--- src/rtl/muldiv_pkg.sv ---
// Shared constants, state encoding and decode helpers for the multiply/divide unit.
package muldiv_pkg;

  localparam logic [5:0] FUNCT_MFHI  = 6'd16;
  localparam logic [5:0] FUNCT_MFLO  = 6'd18;
  localparam logic [5:0] FUNCT_MULT  = 6'd24;
  localparam logic [5:0] FUNCT_MULTU = 6'd25;
  localparam logic [5:0] FUNCT_DIV   = 6'd26;
  localparam logic [5:0] FUNCT_DIVU  = 6'd27;

  localparam logic [5:0] LAST_STEP = 6'd31;

  typedef enum logic [1:0] {
    ST_IDLE = 2'd0,
    ST_CALC = 2'd1,
    ST_FIX  = 2'd2
  } state_t;

  typedef struct packed {
    logic is_div;
    logic is_signed;
  } op_t;

  function automatic logic funct_valid(input logic [5:0] f);
    return (f == FUNCT_MULT) || (f == FUNCT_MULTU) ||
           (f == FUNCT_DIV)  || (f == FUNCT_DIVU);
  endfunction

  function automatic op_t decode(input logic [5:0] f);
    op_t op;
    op.is_div    = (f == FUNCT_DIV)  || (f == FUNCT_DIVU);
    op.is_signed = (f == FUNCT_MULT) || (f == FUNCT_DIV);
    return op;
  endfunction

  // Magnitude of a two's complement value when signed handling is enabled.
  function automatic logic [31:0] abs32(input logic [31:0] v, input logic en);
    return (en && v[31]) ? (32'd0 - v) : v;
  endfunction

endpackage

--- src/rtl/muldiv_if.sv ---
// Pipeline-facing bus of the multiply/divide unit.
interface muldiv_if;
  import muldiv_pkg::*;

  logic        start;
  logic [5:0]  funct;
  logic [31:0] rs_data;
  logic [31:0] rt_data;
  logic        rd_req;
  logic        rd_sel;
  logic [31:0] rd_data;
  logic        busy;
  logic        done;
  logic        stall;
  logic [31:0] hi;
  logic [31:0] lo;

  modport master (
    output start, funct, rs_data, rt_data, rd_req, rd_sel,
    input  rd_data, busy, done, stall, hi, lo
  );

  modport slave (
    input  start, funct, rs_data, rt_data, rd_req, rd_sel,
    output rd_data, busy, done, stall, hi, lo
  );
endinterface

--- src/rtl/muldiv_iter.sv ---
// Radix-2 iterative datapath: shift-add multiply or restoring divide on
// unsigned magnitudes. Multiply leaves the product in acc; divide leaves
// {remainder, quotient}.
module muldiv_iter
  import muldiv_pkg::*;
(
  input  logic        clk,
  input  logic        rst,
  input  logic        load,
  input  logic        step,
  input  logic        is_div,
  input  logic [31:0] opa,
  input  logic [31:0] opb,
  output logic [63:0] acc
);

  logic [31:0] operand;   // multiplicand (mul) or divisor (div)
  logic        mode_div;
  logic [32:0] add_sum;
  logic        sub_ok;
  logic [31:0] sub_rem;

  // Step arithmetic: the divide compares the 33-bit shifted partial remainder,
  // but a successful subtract always fits back into 32 bits.
  always_comb begin
    add_sum = {1'b0, acc[63:32]} + {1'b0, operand};
    sub_ok  = acc[63:31] >= {1'b0, operand};
    sub_rem = acc[62:31] - operand;
  end

  // Accumulator load and one radix-2 step per cycle.
  always_ff @(posedge clk) begin
    if (rst) begin
      acc      <= '0;
      operand  <= '0;
      mode_div <= 1'b0;
    end else if (load) begin
      mode_div <= is_div;
      operand  <= is_div ? opb : opa;
      acc      <= {32'd0, is_div ? opa : opb};
    end else if (step) begin
      if (mode_div)
        acc <= sub_ok ? {sub_rem, acc[30:0], 1'b1} : {acc[62:0], 1'b0};
      else
        acc <= acc[0] ? {add_sum, acc[31:1]} : {1'b0, acc[63:1]};
    end
  end

endmodule

--- src/rtl/muldiv_unit.sv ---
// MIPS-style HI/LO multiply/divide unit: control FSM, step counter, sign
// handling, architectural HI/LO and the pipeline handshake.
module muldiv_unit
  import muldiv_pkg::*;
(
  input logic      clk,
  input logic      rst,
  muldiv_if.slave  bus
);

  state_t      state, state_nxt;
  logic [5:0]  cnt;
  op_t         op, req_op;
  logic        sign_a, sign_b, b_zero;
  logic [31:0] hi_q, lo_q;
  logic        done_q;
  logic        accept, step, busy;
  logic [63:0] acc;
  logic        neg_res;
  logic [63:0] prod;
  logic [31:0] quot, rem;

  // Request decode and operand magnitudes for the datapath load.
  always_comb req_op = decode(bus.funct);

  // Next-state logic; starts are only taken in IDLE with a valid funct.
  always_comb begin
    state_nxt = state;
    accept    = 1'b0;
    step      = 1'b0;
    case (state)
      ST_IDLE: if (bus.start && funct_valid(bus.funct)) begin
        accept    = 1'b1;
        state_nxt = ST_CALC;
      end
      ST_CALC: begin
        step = 1'b1;
        if (cnt == LAST_STEP) state_nxt = ST_FIX;
      end
      ST_FIX:  state_nxt = ST_IDLE;
      default: state_nxt = ST_IDLE;
    endcase
  end

  // State register.
  always_ff @(posedge clk) begin
    if (rst) state <= ST_IDLE;
    else     state <= state_nxt;
  end

  // Step counter, cleared on accept.
  always_ff @(posedge clk) begin
    if (rst || accept) cnt <= '0;
    else if (step)     cnt <= cnt + 6'd1;
  end

  // Operation and sign flags captured at start; later operand changes are ignored.
  always_ff @(posedge clk) begin
    if (rst) begin
      op     <= '0;
      sign_a <= 1'b0;
      sign_b <= 1'b0;
      b_zero <= 1'b0;
    end else if (accept) begin
      op     <= req_op;
      sign_a <= bus.rs_data[31];
      sign_b <= bus.rt_data[31];
      b_zero <= (bus.rt_data == 32'd0);
    end
  end

  muldiv_iter u_iter (
    .clk    (clk),
    .rst    (rst),
    .load   (accept),
    .step   (step),
    .is_div (req_op.is_div),
    .opa    (abs32(bus.rs_data, req_op.is_signed)),
    .opb    (abs32(bus.rt_data, req_op.is_signed)),
    .acc    (acc)
  );

  // Sign correction; a zero divisor forces LO to all ones while the remainder
  // naturally reproduces A.
  always_comb begin
    neg_res = op.is_signed & (sign_a ^ sign_b);
    prod    = neg_res ? (64'd0 - acc) : acc;
    quot    = b_zero ? 32'hFFFF_FFFF : (neg_res ? (32'd0 - acc[31:0]) : acc[31:0]);
    rem     = (op.is_signed & sign_a) ? (32'd0 - acc[63:32]) : acc[63:32];
  end

  // HI/LO only change on leaving FIX; done pulses in the following cycle.
  always_ff @(posedge clk) begin
    if (rst) begin
      hi_q   <= '0;
      lo_q   <= '0;
      done_q <= 1'b0;
    end else begin
      done_q <= (state == ST_FIX);
      if (state == ST_FIX) begin
        if (op.is_div) {hi_q, lo_q} <= {rem, quot};
        else           {hi_q, lo_q} <= prod;
      end
    end
  end

  assign busy        = (state != ST_IDLE);
  assign bus.busy    = busy;
  assign bus.done    = done_q;
  assign bus.stall   = busy & bus.rd_req;
  assign bus.hi      = hi_q;
  assign bus.lo      = lo_q;
  assign bus.rd_data = bus.rd_sel ? hi_q : lo_q;

endmodule

--- src/flat_wrapper.sv ---
// flat-port wrapper written by rule: the top's interface ports become plain ports
module muldiv_unit_flat import muldiv_pkg::*;
  (clk, rst, bus_start, bus_funct, bus_rs_data, bus_rt_data, bus_rd_req, bus_rd_sel, bus_rd_data, bus_busy, bus_done, bus_stall, bus_hi, bus_lo);
  muldiv_if bus_i ();
  input logic clk;
  input logic rst;
  input wire logic [$bits(bus_i.start)-1:0] bus_start;
  input wire logic [$bits(bus_i.funct)-1:0] bus_funct;
  input wire logic [$bits(bus_i.rs_data)-1:0] bus_rs_data;
  input wire logic [$bits(bus_i.rt_data)-1:0] bus_rt_data;
  input wire logic [$bits(bus_i.rd_req)-1:0] bus_rd_req;
  input wire logic [$bits(bus_i.rd_sel)-1:0] bus_rd_sel;
  output wire logic [$bits(bus_i.rd_data)-1:0] bus_rd_data;
  output wire logic [$bits(bus_i.busy)-1:0] bus_busy;
  output wire logic [$bits(bus_i.done)-1:0] bus_done;
  output wire logic [$bits(bus_i.stall)-1:0] bus_stall;
  output wire logic [$bits(bus_i.hi)-1:0] bus_hi;
  output wire logic [$bits(bus_i.lo)-1:0] bus_lo;
  assign bus_i.start = bus_start;
  assign bus_i.funct = bus_funct;
  assign bus_i.rs_data = bus_rs_data;
  assign bus_i.rt_data = bus_rt_data;
  assign bus_i.rd_req = bus_rd_req;
  assign bus_i.rd_sel = bus_rd_sel;
  assign bus_rd_data = bus_i.rd_data;
  assign bus_busy = bus_i.busy;
  assign bus_done = bus_i.done;
  assign bus_stall = bus_i.stall;
  assign bus_hi = bus_i.hi;
  assign bus_lo = bus_i.lo;
  muldiv_unit u_core (.clk(clk), .rst(rst), .bus(bus_i));
endmodule
--- config.mk ---
export PLATFORM = sky130hd
export DESIGN_NAME = muldiv_unit_flat
export DESIGN_NICKNAME = d
export VERILOG_FILES = /design/src/rtl/muldiv_pkg.sv /design/src/rtl/muldiv_if.sv /design/src/rtl/muldiv_iter.sv /design/src/rtl/muldiv_unit.sv /design/src/flat_wrapper.sv
export SDC_FILE = /design/constraint.sdc
export NUM_CORES = 1
export LEC_CHECK = 0
export ABC_CLOCK_PERIOD_IN_PS = 6300
export CORE_MARGIN = 2
export CORE_UTILIZATION = 55
export DETAILED_ROUTE_END_ITERATION = 6
export HOLD_SLACK_MARGIN = 0.06
export PLACE_DENSITY = 0.79
export SYNTH_ARGS = -nofsm -noshare
export SYNTH_HDL_FRONTEND = slang
export SYNTH_SLANG_ARGS = --single-unit
--- constraint.sdc ---
create_clock -name clk -period 6.3 [get_ports clk]
set_input_delay 1.26 -clock clk [delete_from_list [all_inputs] [get_ports clk]]
set_output_delay 1.26 -clock clk [all_outputs]
set_load 0.005 [all_outputs]
==> impl_results.html, run 1 <==
<table>
<tr><th>Metric</th><th>Value</th></tr>
<tr><th colspan="2">Floorplanning</th></tr>
<tr><td>Core region area</td><td>26100 µm²</td></tr>
<tr><td>Starting density of the core</td><td>56.1%</td></tr>
<tr><td># rows</td><td>59</td></tr>
<tr><td>Overall die height</td><td>167 µm</td></tr>
<tr><td>Number of I/O pins</td><td>174</td></tr>
<tr><td>Die Width</td><td>167 µm</td></tr>
<tr><td>Overall die area</td><td>27900 µm²</td></tr>
<tr><th colspan="2">Yosys</th></tr>
<tr><td>Top_reg_cell synth</td><td>dfxtp_1</td></tr>
<tr><td>Post-synthesis register bit count</td><td>174</td></tr>
<tr><td>Share of the synthesized area in the top cell type</td><td>23.8%</td></tr>
<tr><td>Commonest cells in the netlist</td><td>nand2_1 (230), nor2_1 (202), a21oi_1 (184)</td></tr>
<tr><td>Count of distinct cell types in the synthesized netlist</td><td>91</td></tr>
<tr><td>Largest cells by area after synthesis</td><td>dfxtp_1 (24%), a21oi_1 (6.3%), ha_1 (5.9%), nand2_1 (5.9%), xnor2_1 (5.3%)</td></tr>
<tr><td>Most frequent cell after synthesis</td><td>nand2_1</td></tr>
<tr><td>Fraction of registers with async set or reset after synthesis</td><td>0%</td></tr>
<tr><td>Synthesized Nets</td><td>2099</td></tr>
<tr><td>Count of flip-flops with a built-in enable after synthesis</td><td>0</td></tr>
<tr><td>YS warnings</td><td>0</td></tr>
<tr><td>Post-Syn Instances</td><td>1953</td></tr>
<tr><td>Mean instance size in the synthesized netlist</td><td>7.49 µm²</td></tr>
<tr><td>Portion of the post-synthesis area used by sequential elements</td><td>23.8%</td></tr>
<tr><td>Cell area after synthesis</td><td>14600 µm²</td></tr>
<tr><td>Yosys top cell by area</td><td>dfxtp_1</td></tr>
<tr><th colspan="2">Detailed routing</th></tr>
<tr><td>Average wire length per cell after detail routing</td><td>21.2 µm</td></tr>
<tr><td>Drt initial violations</td><td>1535</td></tr>
<tr><td>Via-to-Cell Ratio</td><td>6.39</td></tr>
<tr><td>Routed Antenna Nets</td><td>0</td></tr>
<tr><td>Final routed DRC violation total</td><td>0</td></tr>
<tr><td>First drt pass iteration count</td><td>6</td></tr>
<tr><td>Wire length after detailed routing</td><td>50.5 mm</td></tr>
<tr><td>Routed via count</td><td>15200</td></tr>
<tr><th colspan="2">Critical path</th></tr>
<tr><td>Highest net fanout along the worst path</td><td>18</td></tr>
<tr><td>Worst Setup End Kind</td><td>flip-flop</td></tr>
<tr><td>Critical Path Start Type</td><td>flip-flop</td></tr>
<tr><td>Data arrival, critical path</td><td>4.56 ns</td></tr>
<tr><td>Type of the worst setup path</td><td>reg2reg</td></tr>
<tr><td>Data required, critical path</td><td>6.63 ns</td></tr>
<tr><th colspan="2">Global route</th></tr>
<tr><td>Total congestion overflow</td><td>0</td></tr>
<tr><td>First-pass GRT wire length</td><td>77.9 mm</td></tr>
<tr><td>Met2 routing resource usage after global routing</td><td>55.4%</td></tr>
<tr><td>Vias in the first global route</td><td>13800</td></tr>
<tr><td>Initial antenna violation count</td><td>0</td></tr>
<tr><td>Met1 global-route usage</td><td>48.1%</td></tr>
<tr><td>Largest net degree at the start of global routing</td><td>107</td></tr>
<tr><td>Global-route total usage across every layer</td><td>35.1%</td></tr>
<tr><td>GR Util met3</td><td>5.37%</td></tr>
<tr><td>GRT busiest layer</td><td>met2</td></tr>
<tr><th colspan="2">Timing</th></tr>
<tr><td>Hold Vio Cnt, Final</td><td>0</td></tr>
<tr><td>Time the worst path needs with I/O delays and setup</td><td>4.23 ns</td></tr>
<tr><td>Fraction of the cycle the final worst path needs</td><td>67.2%</td></tr>
<tr><td>Finish-stage setup viols</td><td>0</td></tr>
<tr><td>FMAX</td><td>236 MHz</td></tr>
<tr><td>Worst-case headroom to the max-slew limit</td><td>22.0%</td></tr>
<tr><td>Number of pins exceeding their max-slew limit in the final report</td><td>0</td></tr>
<tr><td>Unrepaired setup endpoints after global routing</td><td>no</td></tr>
<tr><td>Final hold slack</td><td>0.482 ns</td></tr>
<tr><td>Setup TNS Final</td><td>0 ns</td></tr>
<tr><td>Layout Skew</td><td>0.0187 ns</td></tr>
<tr><td>Post-route worst setup slack</td><td>2.07 ns</td></tr>
<tr><td>Worst Max-Slew Pin Slew</td><td>1.17 ns</td></tr>
<tr><th colspan="2">Placement</th></tr>
<tr><td>Weighted congestion reported at the end of routability-driven placement</td><td>0.987</td></tr>
<tr><td>Placement-stage worst setup slack</td><td>2.01 ns</td></tr>
<tr><td>DP Wirelength</td><td>38.9 mm</td></tr>
<tr><td>Cell area reported after detailed placement</td><td>16400 µm²</td></tr>
<tr><td>Port Buffers</td><td>173</td></tr>
<tr><th colspan="2">Clock network</th></tr>
<tr><td>Clock buffer depth</td><td>2</td></tr>
<tr><td>Number of cells upsized or downsized after cts</td><td>0</td></tr>
<tr><td>Clock tree from TritonCTS</td><td>done</td></tr>
<tr><td>Number of buffers added to fix hold violations after cts</td><td>0</td></tr>
<tr><td>Worst skew pair latency</td><td>0.46 ns</td></tr>
<tr><td>Clock-pin slew of the registers on the worst-case setup and hold paths</td><td>0.08 ns</td></tr>
<tr><td>Clock tree root driver cell</td><td>clkbuf_16</td></tr>
<tr><td>Number of clock buffers inserted by TritonCTS</td><td>17</td></tr>
<tr><td>Number of buffers inserted by post-CTS setup repair</td><td>0</td></tr>
<tr><td>Clk sink count</td><td>174</td></tr>
<tr><td>H-tree Lvls</td><td>4</td></tr>
<tr><th colspan="2">Pwr</th></tr>
<tr><td>Maximum vdd ir drop</td><td>0.000164 V</td></tr>
<tr><td>Switching power share of the total</td><td>33.5%</td></tr>
<tr><td>Net switching power</td><td>0.000949 W</td></tr>
<tr><td>Cell internal pwr</td><td>0.00189 W</td></tr>
<tr><td>Cell Pwr Density</td><td>166 nW/µm²</td></tr>
<tr><td>Sequential fraction of design power</td><td>40.3%</td></tr>
<tr><td>Gate power share</td><td>20.5%</td></tr>
<tr><td>Clock network fraction of total power</td><td>39.2%</td></tr>
<tr><td>Final Total Pwr</td><td>0.00284 W</td></tr>
<tr><td>Leakage dissipation</td><td>6.39 nW</td></tr>
<tr><th colspan="2">Layout</th></tr>
<tr><td>Post-synthesis to final-layout area growth</td><td>16.6%</td></tr>
<tr><td>Number of nets in the final layout</td><td>2183</td></tr>
<tr><td>Area of all placed cells without fillers</td><td>17100 µm²</td></tr>
<tr><td>Diodes inserted</td><td>0</td></tr>
<tr><td>Fraction of final layout cells with drive strength greater than 1</td><td>6.49%</td></tr>
<tr><th colspan="2">Hold path</th></tr>
<tr><td>Worst min-delay path category</td><td>reg2reg</td></tr>
<tr><th colspan="2">Job</th></tr>
<tr><td>Max-cap check violation count</td><td>0</td></tr>
<tr><th colspan="2">Status</th></tr>
<tr><td>Status</td><td>finished, final reports clean</td></tr>
</table>
==> power groups by stage <==
stage                     Sequential (W)  Clock, W  Combinational, W
after floorplan                  0.00115         0          0.000400
after global placement           0.00117         0          0.000559
after detailed placement         0.00117         0          0.000563
after CTS                        0.00114   0.00112          0.000567
after global routing             0.00114   0.00117          0.000625
final                            0.00114   0.00111          0.000581
==> critical path: stages, from the launching register on <==
cell,delay (ns)
dfxtp_1,0.62
ha_1,0.36
nand3_1,0.17
o21bai_1,0.27
a211oi_1,0.17
nor4_1,0.52
o21ai_1,0.29
a21oi_2,0.94
nand2_1,0.38
o221ai_1,0.30
nor3b_1,0.08
==> path summary, 6_finish.rpt <==
kind                            cells past startpoint  slack [ns]             startpoint                     to
worst max register to register                     10        2.07  u_core.u_iter.acc[33]  u_core.u_iter.acc[62]
worst min-delay path                                2        0.48          u_core.cnt[5]          u_core.cnt[5]
worst min register to register                      2        0.48          u_core.cnt[5]          u_core.cnt[5]
worst max-delay path                               10        2.07  u_core.u_iter.acc[33]  u_core.u_iter.acc[62]
==> flip-flops by register name, indices dropped and copies added, names as in the netlist <==
signal and flops:
u_core.u_iter.acc 64, u_core.bus.done 1, u_core.sign_b 1, u_core.sign_a 1, u_core.bus.lo 32, u_core.b_zero 1
u_core.u_iter.operand 32, u_core.bus.hi 32, u_core.op 2, u_core.cnt 6, u_core.state 2
==> final cells by class <==
type                       count  area, µm²
clock buffer                  17        425
clock inverter                15        204
fill                        2301       9000
inverter                      54        203
multi-input combinational   1600      10500
sequential                   174       3480
tap                          335        419
timing repair buffer         190       1850
==> through the flow <==
step	std cells	utilization, %
2_1_floorplan	1953	-
3_3_place_gp	2353	63.0
3_5_place_dp	2353	63.0
4_1_cts	2385	65.5
5_1_grt	2385	65.5
6_report	2385	65.5
==> layer usage <==
metal	up-vias	share of wire, %
met5	-	0
met4	0	4.1
met3	111	9.0
met2	782	44
met1	7097	42
li1	7255	-
==> cell usage in the layout (no fill, tap or decap), types with 8 or more instances in the layout <==
| cell type | n |
|---|---|
| o31ai_1 | 13 |
| ha_1 | 69 |
| or3_1 | 19 |
| inv_1 | 54 |
| o211ai_1 | 55 |
| o41ai_1 | 9 |
| nand4_1 | 13 |
| nand2_1 | 230 |
| and2_1 | 12 |
| a21oi_1 | 183 |
| a211oi_1 | 76 |
| a31oi_1 | 28 |
| nand2b_1 | 21 |
| xnor2_1 | 89 |
| o21ai_0 | 80 |
| a21o_1 | 28 |
| o21ai_1 | 24 |
| o22ai_1 | 11 |
| nor4_1 | 12 |
| mux2i_1 | 55 |
| and3_1 | 12 |
| clkbuf_16 | 17 |
| a22o_1 | 8 |
| nor3_1 | 44 |
| clkdlybuf4s50_1 | 171 |
| xor2_1 | 82 |
| nand3_1 | 30 |
| nor2b_1 | 16 |
| or4_1 | 10 |
| dfxtp_1 | 173 |
| mux2_2 | 38 |
| nor2_1 | 202 |
| buf_4 | 18 |
==> cell families after synthesis <==
logic type,synth area share [%]
buf+inv,4.80
compound gates,26.3
flops,23.8
simple gates,21.7
fa+ha+maj,6.18
xor+xnor,10.2
mux,6.92
Note: power is estimated with default switching activity, not from simulation.
==> inputs of run 2 (changes only) <==
--- a/config.mk
+++ b/config.mk
@@ -5,7 +5,7 @@
 export SDC_FILE = /design/constraint.sdc
 export NUM_CORES = 1
 export LEC_CHECK = 0
-export ABC_CLOCK_PERIOD_IN_PS = 6300
+export ABC_CLOCK_PERIOD_IN_PS = 4000
 export CORE_MARGIN = 2
 export CORE_UTILIZATION = 55
 export DETAILED_ROUTE_END_ITERATION = 6
==> constraint.sdc (replaced) <==
create_clock -name clk -period 4 [get_ports clk]
set_input_delay 0.8 -clock clk [delete_from_list [all_inputs] [get_ports clk]]
set_output_delay 0.8 -clock clk [all_outputs]
set_load 0.005 [all_outputs]
==> run 2 against run 1 <==
  * The flow now finishes with violations (design-rule violations)
  * Sequential share of layout area decreased by 0.35 points
  * Clock power up 58%
  * Count of clock-buffer cells in the layout is the same
  * Combinational power rose by 62%
  * Sequential power increased by 57%
  * Clock skew decreased by 0.0081 ns
  * Largest cell class unchanged
==> impl_results.html, run 2 (synthesized netlist as in run 1, its figures left out) <==
<table>
<tr><th>Metric</th><th>Value</th></tr>
<tr><th colspan="2">Status</th></tr>
<tr><td>Status</td><td>finished with violations</td></tr>
<tr><td>Failing checks</td><td>design-rule violations</td></tr>
<tr><th colspan="2">Critical path</th></tr>
<tr><td>Cell-by-cell trace of the critical path</td><td>inv_1 -&gt; ha_1 -&gt; nor2b_1 -&gt; o21bai_1 -&gt; a211oi_1 -&gt; nor4_1 -&gt; o21ai_1 -&gt; a21o_1 -&gt; a2111oi_0 -&gt; buf_4 -&gt; or3_1</td></tr>
<tr><td>Kind of cell adding the most delay to the critical path</td><td>compound AO/OA/AOI/OAI gates</td></tr>
<tr><td>Worst Setup End Kind</td><td>flip-flop</td></tr>
<tr><td>Crit-path slowest cell</td><td>a2111oi_0</td></tr>
<tr><td>End of the worst register-to-register path</td><td>u_core.u_iter.acc[53]</td></tr>
<tr><td>Type of the worst setup path</td><td>reg2reg</td></tr>
<tr><td>Data arrival, critical path</td><td>4.13 ns</td></tr>
<tr><td>Highest cell delay on the worst timing path</td><td>0.59 ns</td></tr>
<tr><td>Data required, critical path</td><td>4.39 ns</td></tr>
<tr><td>Termination of the worst setup path</td><td>u_core.u_iter.acc[53]</td></tr>
<tr><td>Critical path buffer and inverter count</td><td>2</td></tr>
<tr><td>FF-to-FF setup slack</td><td>0.25 ns</td></tr>
<tr><td>Stages on the worst setup path</td><td>11</td></tr>
<tr><td>Startpoint of the worst register-to-register path</td><td>u_core.u_iter.operand[1]</td></tr>
<tr><td>Critical path origin</td><td>u_core.u_iter.operand[1]</td></tr>
<tr><td>Highest net fanout along the worst path</td><td>12</td></tr>
<tr><td>Count of cells along the worst register-to-register path</td><td>11</td></tr>
<tr><td>Critical Path Start Type</td><td>flip-flop</td></tr>
<tr><th colspan="2">Hold path</th></tr>
<tr><td>Worst min-delay path category</td><td>reg2reg</td></tr>
<tr><th colspan="2">Timing</th></tr>
<tr><td>Finish-stage setup viols</td><td>0</td></tr>
<tr><td>Number of pins exceeding their max-slew limit in the final report</td><td>0</td></tr>
<tr><td>Layout Skew</td><td>0.0106 ns</td></tr>
<tr><td>Worst-case headroom to the max-slew limit</td><td>27.6%</td></tr>
<tr><td>Time the worst path needs with I/O delays and setup</td><td>3.75 ns</td></tr>
<tr><td>Fraction of the cycle the final worst path needs</td><td>93.6%</td></tr>
<tr><td>Worst Max-Slew Pin Slew</td><td>1.08 ns</td></tr>
<tr><td>FMAX</td><td>267 MHz</td></tr>
<tr><td>Final hold slack</td><td>0.472 ns</td></tr>
<tr><td>Hold Vio Cnt, Final</td><td>0</td></tr>
<tr><td>Setup TNS Final</td><td>0 ns</td></tr>
<tr><td>Unrepaired setup endpoints after global routing</td><td>no</td></tr>
<tr><th colspan="2">Clock network</th></tr>
<tr><td>H-tree Lvls</td><td>4</td></tr>
<tr><td>Clock buffer depth</td><td>2</td></tr>
<tr><td>Worst skew pair latency</td><td>0.45 ns</td></tr>
<tr><td>Number of clock buffers inserted by TritonCTS</td><td>17</td></tr>
<tr><td>Number of buffers inserted by post-CTS setup repair</td><td>0</td></tr>
<tr><td>Clock tree root driver cell</td><td>clkbuf_16</td></tr>
<tr><td>Clk sink count</td><td>174</td></tr>
<tr><td>Number of cells upsized or downsized after cts</td><td>0</td></tr>
<tr><td>Clock-pin slew of the registers on the worst-case setup and hold paths</td><td>0.08 ns</td></tr>
<tr><td>Clock tree from TritonCTS</td><td>done</td></tr>
<tr><td>Number of buffers added to fix hold violations after cts</td><td>0</td></tr>
<tr><th colspan="2">Pwr</th></tr>
<tr><td>Cell Pwr Density</td><td>258 nW/µm²</td></tr>
<tr><td>Maximum vdd ir drop</td><td>0.000236 V</td></tr>
<tr><td>Gate power share</td><td>21.0%</td></tr>
<tr><td>Switching power share of the total</td><td>33.1%</td></tr>
<tr><td>Net switching power</td><td>0.00148 W</td></tr>
<tr><td>Final Total Pwr</td><td>0.00448 W</td></tr>
<tr><td>Leakage dissipation</td><td>6.59 nW</td></tr>
<tr><td>Sequential fraction of design power</td><td>39.9%</td></tr>
<tr><td>Clock network fraction of total power</td><td>39.1%</td></tr>
<tr><td>Cell internal pwr</td><td>0.00300 W</td></tr>
<tr><th colspan="2">Detailed routing</th></tr>
<tr><td>Drt initial violations</td><td>1594</td></tr>
<tr><td>Routed via count</td><td>15500</td></tr>
<tr><td>Via-to-Cell Ratio</td><td>6.41</td></tr>
<tr><td>Wire length after detailed routing</td><td>51.8 mm</td></tr>
<tr><td>Routed Antenna Nets</td><td>0</td></tr>
<tr><td>Average wire length per cell after detail routing</td><td>21.4 µm</td></tr>
<tr><td>Final routed DRC violation total</td><td>2</td></tr>
<tr><td>First drt pass iteration count</td><td>7</td></tr>
<tr><th colspan="2">Placement</th></tr>
<tr><td>Port Buffers</td><td>173</td></tr>
<tr><td>Weighted congestion reported at the end of routability-driven placement</td><td>0.950</td></tr>
<tr><td>DP Wirelength</td><td>40.1 mm</td></tr>
<tr><th colspan="2">Layout</th></tr>
<tr><td>Final core occ</td><td>66.6%</td></tr>
<tr><td>Post-synthesis to final-layout area growth</td><td>18.6%</td></tr>
<tr><td>Max FFs per register</td><td>64</td></tr>
<tr><td>Fillers</td><td>2247</td></tr>
<tr><td>Leading cell types in the layout, fill and taps excluded</td><td>nand2_1 (230), nor2_1 (202), a21oi_1 (183), dfxtp_1 (173), clkdlybuf4s50_1 (171)</td></tr>
<tr><td>Diodes inserted</td><td>0</td></tr>
<tr><td>Number of nets in the final layout</td><td>2219</td></tr>
<tr><td>Register with the highest flop count</td><td>u_core.u_iter.acc</td></tr>
<tr><td>Most common cell after layout, fill and taps aside</td><td>nand2_1</td></tr>
<tr><td>Fraction of final layout cells with drive strength greater than 1</td><td>8.10%</td></tr>
<tr><th colspan="2">Floorplanning</th></tr>
<tr><td>Starting density of the core</td><td>56.1%</td></tr>
<tr><td>Die Width</td><td>167 µm</td></tr>
<tr><td>Number of I/O pins</td><td>174</td></tr>
<tr><td>Overall die area</td><td>27900 µm²</td></tr>
<tr><td>Overall die height</td><td>167 µm</td></tr>
<tr><td>Core region area</td><td>26100 µm²</td></tr>
<tr><td># rows</td><td>59</td></tr>
<tr><th colspan="2">Global route</th></tr>
<tr><td>Global-route total usage across every layer</td><td>36.0%</td></tr>
<tr><td>Initial antenna violation count</td><td>1</td></tr>
<tr><td>Largest net degree at the start of global routing</td><td>91</td></tr>
<tr><td>First-pass GRT wire length</td><td>80.0 mm</td></tr>
<tr><td>Vias in the first global route</td><td>14300</td></tr>
<tr><td>Total congestion overflow</td><td>0</td></tr>
<tr><th colspan="2">Job</th></tr>
<tr><td>Max-cap check violation count</td><td>0</td></tr>
</table>
==> run 2: changes by cell type in the layout (fill, tap and decap cells not counted) <==
cell and change:
clkinv_4 +1, buf_12 +2, clkinv_8 +1, inv_8 +1
inv_12 -1, inv_6 -2, buf_4 +34
==> run 2: cell type report <==
class | instances | area, µm² | share of cell area, %
tap | 335 | 419 | 2.42
sequential | 174 | 3480 | 20.1
clock inverter | 15 | 206 | 1.19
timing repair buffer | 226 | 2150 | 12.4
inverter | 54 | 203 | 1.17
clock buffer | 17 | 425 | 2.45
multi-input combinational | 1600 | 10500 | 60.3
==> run 2: per-layer routing <==
layer	vias to the layer above	share of wire [%]	GRT usage [%]
met5	-	0	0
met4	0	4.9	16.9
met3	132	9.0	6.38
met2	800	47	60.1
met1	7253	39	45.2
li1	7329	-	-
==> run 2: through the flow <==
| step | cell area (µm²) | worst slack (ns) | std cells |
|---|---|---|---|
| global placement | 16700 | 0.289 | 2389 |
| floorplan | 14600 | 0.967 | 1953 |
| finish | 17400 | 0.254 | 2421 |
| global route | 17400 | 0.0762 | 2421 |
| CTS | 17400 | 0.380 | 2421 |
| detailed placement | 16700 | 0.306 | 2389 |
==> run 2: power by group through the flow <==
| stage | logic [W] | registers (W) | clock network [W] |
|---|---|---|---|
| 6_report | 0.000942 | 0.00179 | 0.00175 |
| 5_1_grt | 0.00102 | 0.00179 | 0.00183 |
| 4_1_cts | 0.000923 | 0.00179 | 0.00176 |
| 3_5_place_dp | 0.000917 | 0.00183 | 0 |
| 3_3_place_gp | 0.000906 | 0.00183 | 0 |
| 2_1_floorplan | 0.000630 | 0.00181 | 0 |
==> run 2: tightest hold or removal path, delay by kind of cell, from the launching register on <==
family / cells / cell delay, ns
DFF: 1 / 0.32
and+or+nand+nor: 1 / 0.06
AOI/OAI and AO/OA: 1 / 0.05
==> run 2: worst min-delay path by stage <==
| stage | startpoint | endpoint | slack [ns] | cells after the start |
|---|---|---|---|---|
| 2_1_floorplan | u_core.sign_b | u_core.sign_b | 0.45 | 2 |
| 3_3_place_gp | u_core.bus.hi[4] | u_core.bus.hi[4] | 0.46 | 2 |
| 3_5_place_dp | u_core.bus.hi[4] | u_core.bus.hi[4] | 0.47 | 2 |
| 4_1_cts | u_core.bus.hi[24] | u_core.bus.hi[24] | 0.48 | 2 |
| 5_1_grt | u_core.bus.hi[24] | u_core.bus.hi[24] | 0.49 | 2 |
| 6_report | u_core.bus.hi[24] | u_core.bus.hi[24] | 0.47 | 2 |
==> inputs of run 3 (changes only) <==
--- a/config.mk
+++ b/config.mk
@@ -8,6 +8,7 @@
 export ABC_CLOCK_PERIOD_IN_PS = 4000
 export CORE_MARGIN = 2
 export CORE_UTILIZATION = 55
+export CTS_CLUSTER_SIZE = 25
 export DETAILED_ROUTE_END_ITERATION = 6
 export HOLD_SLACK_MARGIN = 0.06
 export PLACE_DENSITY = 0.79
==> results of run 3 <==
Final layout, timing and power as in run 2 (identical DEF).
